**config.mk**
```make
export PLATFORM = sky130hd
export DESIGN_NAME = player_buzz_arbiter
export DESIGN_NICKNAME = d
export VERILOG_FILES = /design/src/rtl/player_io_pkg.sv /design/src/rtl/button_debounce.sv /design/src/rtl/player_buzz_arbiter.sv
export SDC_FILE = /design/constraint.sdc
export NUM_CORES = 1
export LEC_CHECK = 0
export CORE_MARGIN = 2
export CORE_UTILIZATION = 53
export CTS_CLUSTER_DIAMETER = 100
export CTS_CLUSTER_SIZE = 20
export DETAILED_ROUTE_END_ITERATION = 7
export GPL_TIMING_DRIVEN = 0
export PLACE_DENSITY = 0.79
export SYNTH_ARGS = -nofsm -noshare
export SYNTH_HDL_FRONTEND = slang
export SYNTH_SLANG_ARGS = --single-unit
```
**constraint.sdc**
```tcl
create_clock -name clk -period 1.8 [get_ports clk]
set_clock_uncertainty 0.1 [all_clocks]
set_input_delay 0.27 -clock clk [delete_from_list [all_inputs] [get_ports clk]]
set_output_delay 0.27 -clock clk [all_outputs]
set_load 0.05 [all_outputs]
```
**src/rtl/player_io_pkg.sv**
```systemverilog
// Shared definitions for the player input front-end.
//   NUM_PLAYERS  : number of player channels (fixed at 4)
//   SW_WIDTH     : switch bits per player
//   player_idx_t : 2-bit player index, PLAYER_P1..PLAYER_P4 = 0..3
//   arb_state_e  : buzzer arbitration FSM states
//   pick_lowest  : lowest-index set bit of a 4-bit request vector
package player_io_pkg;

  localparam int unsigned NUM_PLAYERS = 4;
  localparam int unsigned SW_WIDTH    = 8;

  typedef logic [1:0] player_idx_t;

  localparam player_idx_t PLAYER_P1 = 2'b00;
  localparam player_idx_t PLAYER_P2 = 2'b01;
  localparam player_idx_t PLAYER_P3 = 2'b10;
  localparam player_idx_t PLAYER_P4 = 2'b11;

  typedef enum logic [1:0] {
    StArmed,
    StLocked,
    StRearm
  } arb_state_e;

  // Lowest index wins among simultaneous requests; returns P1 when req is empty.
  function automatic player_idx_t pick_lowest(input logic [NUM_PLAYERS-1:0] req);
    player_idx_t idx;
    priority casez (req)
      4'b???1: idx = PLAYER_P1;
      4'b??10: idx = PLAYER_P2;
      4'b?100: idx = PLAYER_P3;
      4'b1000: idx = PLAYER_P4;
      default: idx = PLAYER_P1;
    endcase
    return idx;
  endfunction

endpackage

```
**src/rtl/button_debounce.sv**
```systemverilog
// Single-button conditioner: 2-flop synchroniser followed by a stability counter.
// The debounced level only flips after DEBOUNCE_CYCLES consecutive synchronised
// samples disagree with it; any agreeing sample restarts the count.
//   clk_i       : system clock
//   reset_i     : synchronous, active-high reset
//   btn_raw_i   : asynchronous raw button
//   btn_level_o : debounced level
module button_debounce #(
  parameter int unsigned DEBOUNCE_CYCLES = 16
) (
  input  logic clk_i,
  input  logic reset_i,
  input  logic btn_raw_i,
  output logic btn_level_o
);

  localparam int unsigned CntW = $clog2(DEBOUNCE_CYCLES + 1);
  // Flip happens on the edge where the count would reach DEBOUNCE_CYCLES.
  localparam logic [CntW-1:0] CntLast = CntW'(DEBOUNCE_CYCLES - 1);

  logic            meta_q;
  logic            sync_q;
  logic [CntW-1:0] cnt_q, cnt_d;
  logic            level_q, level_d;

  always_comb begin
    cnt_d   = '0;
    level_d = level_q;
    if (sync_q != level_q) begin
      if (cnt_q == CntLast) begin
        level_d = sync_q;
      end else begin
        cnt_d = cnt_q + 1'b1;
      end
    end
  end

  always_ff @(posedge clk_i) begin
    if (reset_i) begin
      meta_q  <= 1'b0;
      sync_q  <= 1'b0;
      cnt_q   <= '0;
      level_q <= 1'b0;
    end else begin
      meta_q  <= btn_raw_i;
      sync_q  <= meta_q;
      cnt_q   <= cnt_d;
      level_q <= level_d;
    end
  end

  assign btn_level_o = level_q;

endmodule

```
**src/rtl/player_buzz_arbiter.sv**
```systemverilog
// Player buzzer front-end. Debounces four buttons, locks onto the first enabled
// press (lowest index on ties), captures that player's synchronised switches and
// holds the record for the CPU until acknowledged. After an ack, a new round only
// starts once every debounced button has been released.
//   clk           : system clock
//   reset         : synchronous, active-high reset
//   btn_raw       : raw buttons, bit i = player i
//   sw_raw        : raw switches, [8i+7:8i] = player i
//   player_enable : per-player press enable
//   input_ack     : CPU consumed the record
//   input_valid   : record held and valid
//   first_player  : winning player index
//   switch_value  : winner's switches captured at the win
//   btn_level     : debounced button levels
module player_buzz_arbiter #(
  parameter int unsigned DEBOUNCE_CYCLES = 16,
  parameter int unsigned NUM_PLAYERS     = 4
) (
  input  logic        clk,
  input  logic        reset,
  input  logic [3:0]  btn_raw,
  input  logic [31:0] sw_raw,
  input  logic [3:0]  player_enable,
  input  logic        input_ack,
  output logic        input_valid,
  output logic [1:0]  first_player,
  output logic [7:0]  switch_value,
  output logic [3:0]  btn_level
);

  import player_io_pkg::*;

  logic [31:0]         sw_meta_q, sw_sync_q;
  logic [SW_WIDTH-1:0] sw_by_player [NUM_PLAYERS];
  logic [3:0]          level_prev_q;
  logic [3:0]          press;

  arb_state_e          state_q, state_d;
  player_idx_t         fp_q, fp_d;
  logic [SW_WIDTH-1:0] sw_q, sw_d;

  for (genvar g = 0; g < NUM_PLAYERS; g++) begin : g_player
    button_debounce #(
      .DEBOUNCE_CYCLES(DEBOUNCE_CYCLES)
    ) u_debounce (
      .clk_i      (clk),
      .reset_i    (reset),
      .btn_raw_i  (btn_raw[g]),
      .btn_level_o(btn_level[g])
    );
    assign sw_by_player[g] = sw_sync_q[g*SW_WIDTH +: SW_WIDTH];
  end

  // One-cycle rising edge of the debounced level, gated by the live enable.
  assign press = btn_level & ~level_prev_q & player_enable;

  always_comb begin
    state_d = state_q;
    fp_d    = fp_q;
    sw_d    = sw_q;
    unique case (state_q)
      StArmed: begin
        if (|press) begin
          state_d = StLocked;
          fp_d    = pick_lowest(press);
          sw_d    = sw_by_player[fp_d];
        end
      end
      StLocked: begin
        // Ack takes priority; presses in this state are simply dropped.
        if (input_ack) state_d = StRearm;
      end
      StRearm: begin
        if (btn_level == 4'b0000) state_d = StArmed;
      end
      default: state_d = StArmed;
    endcase
  end

  always_ff @(posedge clk) begin
    if (reset) begin
      sw_meta_q    <= '0;
      sw_sync_q    <= '0;
      level_prev_q <= '0;
      state_q      <= StArmed;
      fp_q         <= PLAYER_P1;
      sw_q         <= '0;
    end else begin
      sw_meta_q    <= sw_raw;
      sw_sync_q    <= sw_meta_q;
      level_prev_q <= btn_level;
      state_q      <= state_d;
      fp_q         <= fp_d;
      sw_q         <= sw_d;
    end
  end

  assign input_valid  = (state_q == StLocked);
  assign first_player = fp_q;
  assign switch_value = sw_q;

endmodule

```
# After elaboration in Yosys (flattened, before gate mapping)
# Index checks and enable logic that the tools add are counted.
totals:
  regBits: 112
  output_inout_bits: 15
classes:
  n_addsub: 4
  magnitude_cmp: 1
  eq_ne: 16
  mux: 10
  bitwise_logic: 8
  reduce_logical: 13
op_table:
  columns: ["operator", "count"]
  rows:
  - ["5-bit by 1-bit adder with 5-bit output, second input constant", 4]
  - ["5-bit by 4-bit == test with 1-bit output, second input constant", 4]
  - ["8-bit binary-select mux with 2-bit select", 1]
  - ["8-bit two-way mux", 2]
  - ["2-bit one-hot mux with 3 select lines", 2]
  - ["3-bit OR reduction", 4]
  - ["2-bit two-way mux", 5]
  - ["2-bit AND reduction", 5]
  - ["4-bit bitwise AND", 2]
  - ["2-bit inequality test, second input constant", 3]
  - ["2-bit == test, second input constant", 2]
  - ["4-bit == test, second input constant", 1]
  - ["4-bit zero test", 1]
  - ["1-bit inequality test", 4]
  - ["1-bit NOT", 4]
  - ["4-bit NOT", 1]
  - ["4-bit OR reduction", 1]
  - ["3-bit == test, second input constant", 1]
  - ["3-bit >= comparator, second input constant", 1]
  - ["2-bit NOT with 3-bit output", 1]
  - ["3-bit AND reduction", 1]
  - ["2-bit by 1-bit == test with 1-bit output, second input constant", 1]
  - ["2-bit zero test", 1]

# Logic depth before layout (Yosys ltp)
# Gate-level depths: netlist (run 1).
depth:
  ltp_word: 11
  mapped_depth: 6
  mapped_depth_nobuf: 5

# Hierarchy
# Synthesis (run 1) repeated with hierarchy kept, for this count alone.
unflattened:
  hier_cells: 362
  hier_area_um2: 3875.0
modules_own_cells:
  columns: ["module", "n_inst", "cells_each", "area_per_inst_um2", "seq_area_each_um2"]
  rows:
  - ["player_buzz_arbiter", 1, 254, 2728.9, 1601.5]
  - ["button_debounce", 4, 27, 286.5, 160.2]

# Least setup slack after synthesis (run 1)
# OpenSTA, ideal clock, no wires.
synth_path:
  kind: "reg2reg"
  start: "register g_player[2].u_debounce.cnt_q[0]"
  end: "register g_player[2].u_debounce.cnt_q[2]"
  setup_time_ns: 0.065
  arrival_time_ns: 1.419
  slack_ns: 0.216
  stages_incl_launch_ff: 6
  path_buffers: 0
  path_cell_list: "dfxtp_1 > ha_1 > and3_1 > ha_1 > or3_1 > nor2_1"
synth_between:
  elab_chain_len: 2
  word_cells_on_any_way: 3
synth_rtl:
  columns: ["item", "line_no", "text"]
  rows:
  - ["from (decl)", "button_debounce.sv:23", "logic [CntW-1:0] cnt_q, cnt_d;"]
  - ["from (signal assigned)", "button_debounce.sv:47", "cnt_q <= cnt_d;"]
  - ["branches (longest 2 deep; another with 5-bit by 1-bit adder with 5-bit output)", null, null]
# Parallel ways; which one is timed is not known.
# A chain may end at the register's enable or synchronous reset.

# Worst setup path after layout (run 1)
layout_path:
  start: "register g_player[3].u_debounce.level_q"
  end: "output port btn_level[3]"
layout_lines:
  columns: ["item", "line_no", "text"]
  rows:
  - ["from (decl)", "button_debounce.sv:24", "logic level_q, level_d;"]
  - ["from (signal assigned)", "button_debounce.sv:48", "level_q <= level_d;"]
  - ["to (decl)", "player_buzz_arbiter.sv:28", "output logic [3:0] btn_level"]
# No word-level cell between the ends.

==> reports/metrics.csv, run 1 <==
metric,value,unit
outcome,completed,
routed_wl,6480,um
cts.htree.levels,3,
grt_max_degree,21,
final_cell_count_no_fill,519,
ctsLongestPathBuffers,2,
finalSetupViolCount,0,
cts_hold_buf,0,
clock-root-buffer,clkbuf_8,
placed_cells,503,
cts_tree,done,
r2r_slack,0.10,ns
max_freq,578,MHz
slew_violations,0,
startpoint,g_player[3].u_debounce.btn_level_o$_SDFFE_PP0P_,
required,1.43,ns
synth_ff_type,dfxtp_1,
wl_per_cell,12.5,um
port_buffers,57,
numCtsBuffers,9,
muxShareOfSynthArea,0.0106,
placed_area,4480,um2
postSynthAreaPerCell,10.8,um2
post-place-ws,-0.533,ns
crit_path_max_fanout,7,
ant_nets,0,
vias,2465,
die_w,88.6,um
yosys.area_share.xor_xnor,0.0277,
gr-usage-all-layers,0.180,
overflow,0,
cp-end-kind,primary output,
dp_hpwl,4830,um
slowest_delay,0.49,ns
drive_above_1_share,0.113,
grt_pass1_wl,10500,um
cts_num_sinks,112,
synth_cell_type_count,30,
seq_power_share,0.622,
cts_setup_buffers,0,
drc,0,
p_int,0.00322,W
worstMarginPinSlew,0.500,ns
p_comb_frac,0.049,
netlist_area,3790,um2
antenna_found_initial,0,
antenna_cells,0,
syn_to_final_growth,23.9,%
crit_type,flip-flop to primary output,
yosysSeqAreaShare,0.591,
fin_crit_sh,0.961,
rr_worst_depth,5,
viasPerCell,4.75,
cp_cell_sequence,buf_4 -> clkdlybuf4s15_2,
synth_edf_count,0,
leakagePower,1.81,nW
firstDrtPassIters,4,
io_pins,58,
cap_viol_max_count,0,
worstPathArrival,1.36,ns
synth-simple-area-share,0.242,
fin_crit,1.73,ns
final.setup.worst_slack,0.0708,ns
synth_top_family_by_area,simple AND/OR/NAND/NOR gates,
cp-start-kind,flip-flop,
fin_nets,469,
synth_compound_gate_area_share,0.0683,
hold_path_class,flip-flop to flip-flop,
place.gp.congestion,0.727,
power_frac_clock,0.329,
ys_ff_latch,112,
rows,30,
ir_worst_vdd,467,uV
relSlewSlack,0.668,
first_iter_violations,83,
core,6870,um2
hold_viol,0,
clkTransAtPathRegs,0.10,ns
sw_frac_of_total,0.223,
r2r-end,g_player[2].u_debounce.cnt_q[2]$_SDFF_PP0_,
r2r_start,g_player[2].u_debounce.cnt_q[0]$_SDFF_PP0_,
synth_nets,401,
p_per_area,881,nW/um2
grt_pass1_vias,2362,
synth_cells,350,
worstSetupEndpoint,btn_level[3],
critPathSlowestCell,dfxtp_1,
fin_area,4700,um2
async_flop_share,0,
yosysWarningCount,0,
start_util,0.552,
synthAdderAreaFrac,0.0264,
insertion_delay,0.36,ns
power_switching,0.000924,W
design.die.area,7850,um2
rsz0062_at_grt,false,
die_h,88.6,um
-- worst min-delay path by stage --
stage	startpoint	end	slack (ns)	cells past startpoint
3_3_place_gp	sw_meta_q[3]$_SDFF_PP0_	sw_sync_q[3]$_SDFF_PP0_	0.32	1
4_1_cts	sw_raw[5]	sw_meta_q[5]$_SDFF_PP0_	0.34	2
5_1_grt	sw_raw[2]	sw_meta_q[2]$_SDFF_PP0_	0.33	2
2_1_floorplan	btn_raw[0]	g_player[0].u_debounce.meta_q$_SDFF_PP0_	0.30	1
6_report	sw_meta_q[16]$_SDFF_PP0_	sw_sync_q[16]$_SDFF_PP0_	0.34	1
3_5_place_dp	sw_meta_q[16]$_SDFF_PP0_	sw_sync_q[16]$_SDFF_PP0_	0.32	1
-- cell type report --
type                       count  area (um2)
sequential                   112        2250
fill                         556        2170
multi-input combinational    212        1450
timing repair buffer          57         561
clock buffer                   9         124
tap                           96         120
buffer                        18         101
clock inverter                 7        62.6
inverter                       8        30.0
-- cells in the mapped netlist (8+ instances only) --
| cell type | n | area share |
|---|---|---|
| nor2b_1 | 77 | 0.13 |
| inv_1 | 8 | 0.0079 |
| nand2b_1 | 9 | 0.015 |
| a21oi_1 | 12 | 0.016 |
| nand3b_1 | 11 | 0.022 |
| xnor2_1 | 8 | 0.018 |
| dfxtp_1 | 112 | 0.59 |
| ha_1 | 8 | 0.026 |
| or3_1 | 13 | 0.021 |
| o22ai_1 | 8 | 0.013 |
| nor2_1 | 27 | 0.027 |
| clkbuf_1 | 10 | 0.0099 |
-- power groups by stage --
stage / registers, W / logic (W) / clock network, W
6_report: 0.00257 / 0.000203 / 0.00136
5_1_grt: 0.00258 / 0.000224 / 0.00151
2_1_floorplan: 0.00262 / 0.0000915 / 0
4_1_cts: 0.00257 / 0.000207 / 0.00141
3_3_place_gp: 0.00263 / 0.000201 / 0
3_5_place_dp: 0.00263 / 0.000206 / 0
-- layer usage --
| layer | vias up | global-route usage | part of all wire |
|---|---|---|---|
| met4 | 0 | 0.0634 | 0.014 |
| met1 | 1128 | 0.199 | 0.43 |
| met5 | - | 0 | 0 |
| li1 | 1283 | - | - |
| met3 | 8 | 0.0485 | 0.039 |
| met2 | 46 | 0.331 | 0.52 |
-- layout by cell type, fill, tap and decap left out, types with 2 or more instances in the layout --
master	count
clkinvlp_4	3
buf_4	7
nand2b_1	9
dfxtp_1	109
mux2i_1	4
clkbuf_8	9
nor2b_1	77
clkdlybuf4s50_1	42
o31ai_2	7
nand2_1	4
and3b_1	4
nand3b_1	11
clkbuf_2	2
a21oi_2	3
and3_1	4
nand3_1	4
or3_1	12
o22ai_1	8
a21oi_1	10
xnor2_1	8
dlygate4sd2_1	10
ha_1	8
inv_8	2
xor2_1	4
dfxtp_2	3
nor2_1	27
inv_1	8
clkdlybuf4s15_2	4
clkbuf_1	8
-- sequential cells by signal, indices dropped and copies added, names as in the netlist --
signal	cells
g_player.u_debounce.cnt_q	20
g_player.u_debounce.sync_q	4
level_prev_q	4
state_q	2
g_player.u_debounce.meta_q	4
sw_sync_q	32
switch_value	8
g_player.u_debounce.btn_level_o	4
first_player	2
sw_meta_q	32
-- worst max-delay path, delay by kind of cell (launching register included) --
family	cells	cell delay, ns
buffers and inverters	2	0.51
DFF	1	0.49
-- logic make-up (layout without fill, tap and decap cells) --
family          count (synthesis)  count (layout)
mux                             4               4
compound gates                 33              33
simple gates                  155             155
flops                         112             112
xor+xnor                       12              12
fa+ha+maj                       8               8
buf+inv                        26              99
-- through the flow --
stage / util / setup TNS (ns) / hold WS [ns] / total power (W)
after CTS: 0.680 / 0 / 0.337 / 0.00419
after global placement: 0.652 / -24.98 / 0.317 / 0.00283
after floorplan: - / 0 / 0.298 / 0.00272
final: 0.684 / 0 / 0.344 / 0.00414
after detailed placement: 0.652 / -26.40 / 0.324 / 0.00284
after global routing: 0.684 / 0 / 0.327 / 0.00431
-- what timing repair did --
action | CTS | global route
pin swaps | 0 | 0
endpoints found under the setup margin | 29 | 15
resized for setup | 27 | 7
No activity file was read; power rests on OpenSTA's default activity.
==> run 2: changes to the inputs <==
--- a/config.mk
+++ b/config.mk
@@ -7,7 +7,7 @@
 export LEC_CHECK = 0
 export CORE_MARGIN = 2
 export CORE_UTILIZATION = 53
-export CTS_CLUSTER_DIAMETER = 100
+export CTS_CLUSTER_DIAMETER = 30
 export CTS_CLUSTER_SIZE = 20
 export DETAILED_ROUTE_END_ITERATION = 7
 export GPL_TIMING_DRIVEN = 0
==> results of run 2 <==
The final DEF is identical to that of run 1; final timing and power are the same.
==> run 3: changes to the inputs <==
--- a/config.mk
+++ b/config.mk
@@ -12,6 +12,7 @@
 export DETAILED_ROUTE_END_ITERATION = 7
 export GPL_TIMING_DRIVEN = 0
 export PLACE_DENSITY = 0.79
+export RECOVER_POWER = 100
 export SYNTH_ARGS = -nofsm -noshare
 export SYNTH_HDL_FRONTEND = slang
 export SYNTH_SLANG_ARGS = --single-unit
==> run 3 against run 2 <==
Compared with the run above:
- wire length up 0.36%
- cell count did not move
- largest power group unchanged
- design area fell by 0.45%
- first-iteration DRC count up 14%
==> reports/metrics.csv, run 3 (synthesized netlist as in run 1, its figures left out) <==
metric,value,unit,change
viasPerCell,4.73,,-0.49%
cp-end-kind,primary output,,
p_total,0.00414,W,about the same
sw_frac_of_total,0.224,,+0.000590
seq_power_share,0.621,,about the same
placed_cells,503,,unchanged
relSlewSlack,0.668,,about the same
port_buffers,57,,unchanged
die_h,88.6,um,unchanged
cts.htree.levels,3,,unchanged
p_int,0.00322,W,about the same
core,6870,um2,unchanged
grt_max_degree,21,,unchanged
cp-start-kind,flip-flop,,
cts_hold_buf,0,,unchanged
antenna_cells,0,,unchanged
insertion_delay,0.36,ns,about the same
cp_num_buf_inv,2,,unchanged
clock-root-buffer,clkbuf_8,,
critPathSlowestCell,dfxtp_1,,
gr-usage-all-layers,0.180,,unchanged
final_cell_count_no_fill,519,,unchanged
antenna_found_initial,0,,unchanged
worstHoldStart,sw_meta_q[3]$_SDFF_PP0_,,
power_frac_clock,0.330,,about the same
startpoint,g_player[3].u_debounce.btn_level_o$_SDFFE_PP0P_,,
grt_pass1_wl,10500,um,unchanged
rows,30,,unchanged
overflow,0,,unchanged
dp_hpwl,4830,um,unchanged
fin_crit_sh,0.963,,+0.00211
r2r_start,g_player[2].u_debounce.cnt_q[0]$_SDFF_PP0_,,
post-place-ws,-0.533,ns,unchanged
vias,2453,,-0.49%
p_comb_frac,0.049,,about the same
multiInputGateArea,1430,um2,-1.5%
firstDrtPassIters,4,,unchanged
hold_viol,0,,unchanged
slew_violations,0,,unchanged
power_switching,0.000927,W,+0.34%
outcome,completed,,
drc,0,,unchanged
ant_nets,0,,unchanged
final.setup.worst_slack,0.0670,ns,-0.00380 ns
syn_to_final_growth,23.3,%,
n_fill_cell,560,,+0.72%
worstMarginPinSlew,0.500,ns,-0.0000238 ns
clkTransAtPathRegs,0.11,ns,about the same
met2_usage,0.331,,unchanged
hold_path_class,flip-flop to flip-flop,,
final_common_cell,dfxtp_1,,
cp_cell_sequence,buf_4 -> clkdlybuf4s15_2,,
io_pins,58,,unchanged
crit_type,flip-flop to primary output,,
worstPathArrival,1.36,ns,about the same
rsz0062_at_grt,false,,
drive_above_1_share,0.109,,-0.00473
cts_num_sinks,112,,unchanged
routed_wl,6500,um,+0.36%
grt_pass1_vias,2362,,unchanged
crit_family,buffers and inverters,,
wl_per_cell,12.5,um,+0.36%
fin_util,0.681,,-0.00310
fin_crit,1.73,ns,+0.00380 ns
die_w,88.6,um,unchanged
fin_nets,469,,unchanged
grtUsageMet1,0.199,,unchanged
r2r_slack,0.10,ns,about the same
crit_path_max_fanout,7,,unchanged
start_util,0.552,,unchanged
design.die.area,7850,um2,unchanged
mostFrequentLayoutCells,"dfxtp_1, nor2b_1, clkdlybuf4s50_1",,
seq_area,2250,um2,unchanged
whs,0.344,ns,-0.0000690 ns
busiest_layer,met2,,
ir_worst_vdd,467,uV,about the same
cts_tree,done,,
finalSetupViolCount,0,,unchanged
max_freq,577,MHz,-0.22%
leakagePower,1.80,nW,-0.41%
required,1.43,ns,about the same
grtUsageMet3,0.0485,,unchanged
numCtsBuffers,9,,unchanged
cap_viol_max_count,0,,unchanged
slowest_delay,0.49,ns,about the same
place.gp.congestion,0.727,,unchanged
top_regs,"sw_meta_q x32, sw_sync_q x32, g_player.u_debounce.cnt_q x20",,
first_iter_violations,95,,+14%
p_per_area,886,nW/um2,+0.53%
ctsLongestPathBuffers,2,,unchanged
==> run 3: changes by cell type in the layout (fill, tap and decap cells not counted), sizes merged <==
cell	delta
clkbuf	+1
buf	-1
==> run 3: cell type report <==
type	count	share of cell area
Sequential cell	112	0.480
Multi-Input combinational cell	212	0.306
Tap cell	96	0.0257
Inverter	8	0.00642
Timing Repair Buffer	57	0.120
Clock buffer	9	0.0265
Clock inverter	7	0.0134
Buffer	18	0.0217
==> run 3: final timing paths <==
kind                                                     end  cells past startpoint
hold / removal                       sw_sync_q[3]$_SDFF_PP0_                      1
setup / recovery                                btn_level[3]                      2
hold reg to reg                      sw_sync_q[3]$_SDFF_PP0_                      1
setup reg to reg  g_player[2].u_debounce.cnt_q[2]$_SDFF_PP0_                      5
==> run 3: through the flow <==
step,TNS (ns),instance area [um2]
2_1_floorplan,0,3790
3_3_place_gp,-24.98,4480
3_5_place_dp,-26.40,4480
4_1_cts,0,4670
5_1_grt,0,4680
6_report,0,4680
==> run 3: power by group through the flow <==
| stage | Clock (W) | Combinational [W] | Sequential (W) |
|---|---|---|---|
| after floorplan | 0 | 0.0000915 | 0.00262 |
| after global placement | 0 | 0.000201 | 0.00263 |
| after detailed placement | 0 | 0.000206 | 0.00263 |
| after CTS | 0.00141 | 0.000207 | 0.00257 |
| after global routing | 0.00151 | 0.000224 | 0.00258 |
| final | 0.00137 | 0.000203 | 0.00257 |
==> run 3: routing by layer <==
metal / vias to the layer above / wire (um)
met4: 0 / 76
li1: 1281 / -
met2: 51 / 3390
met3: 8 / 260
met1: 1113 / 2770
met5: - / 0
==> run 3: what timing repair did <==
item | 4_1_cts | 5_1_grt
resized for setup | 27 | 7
setup buffers | 0 | 0
pin swaps | 0 | 0
setup endpoints to repair | 29 | 15
gates cloned | 0 | 0
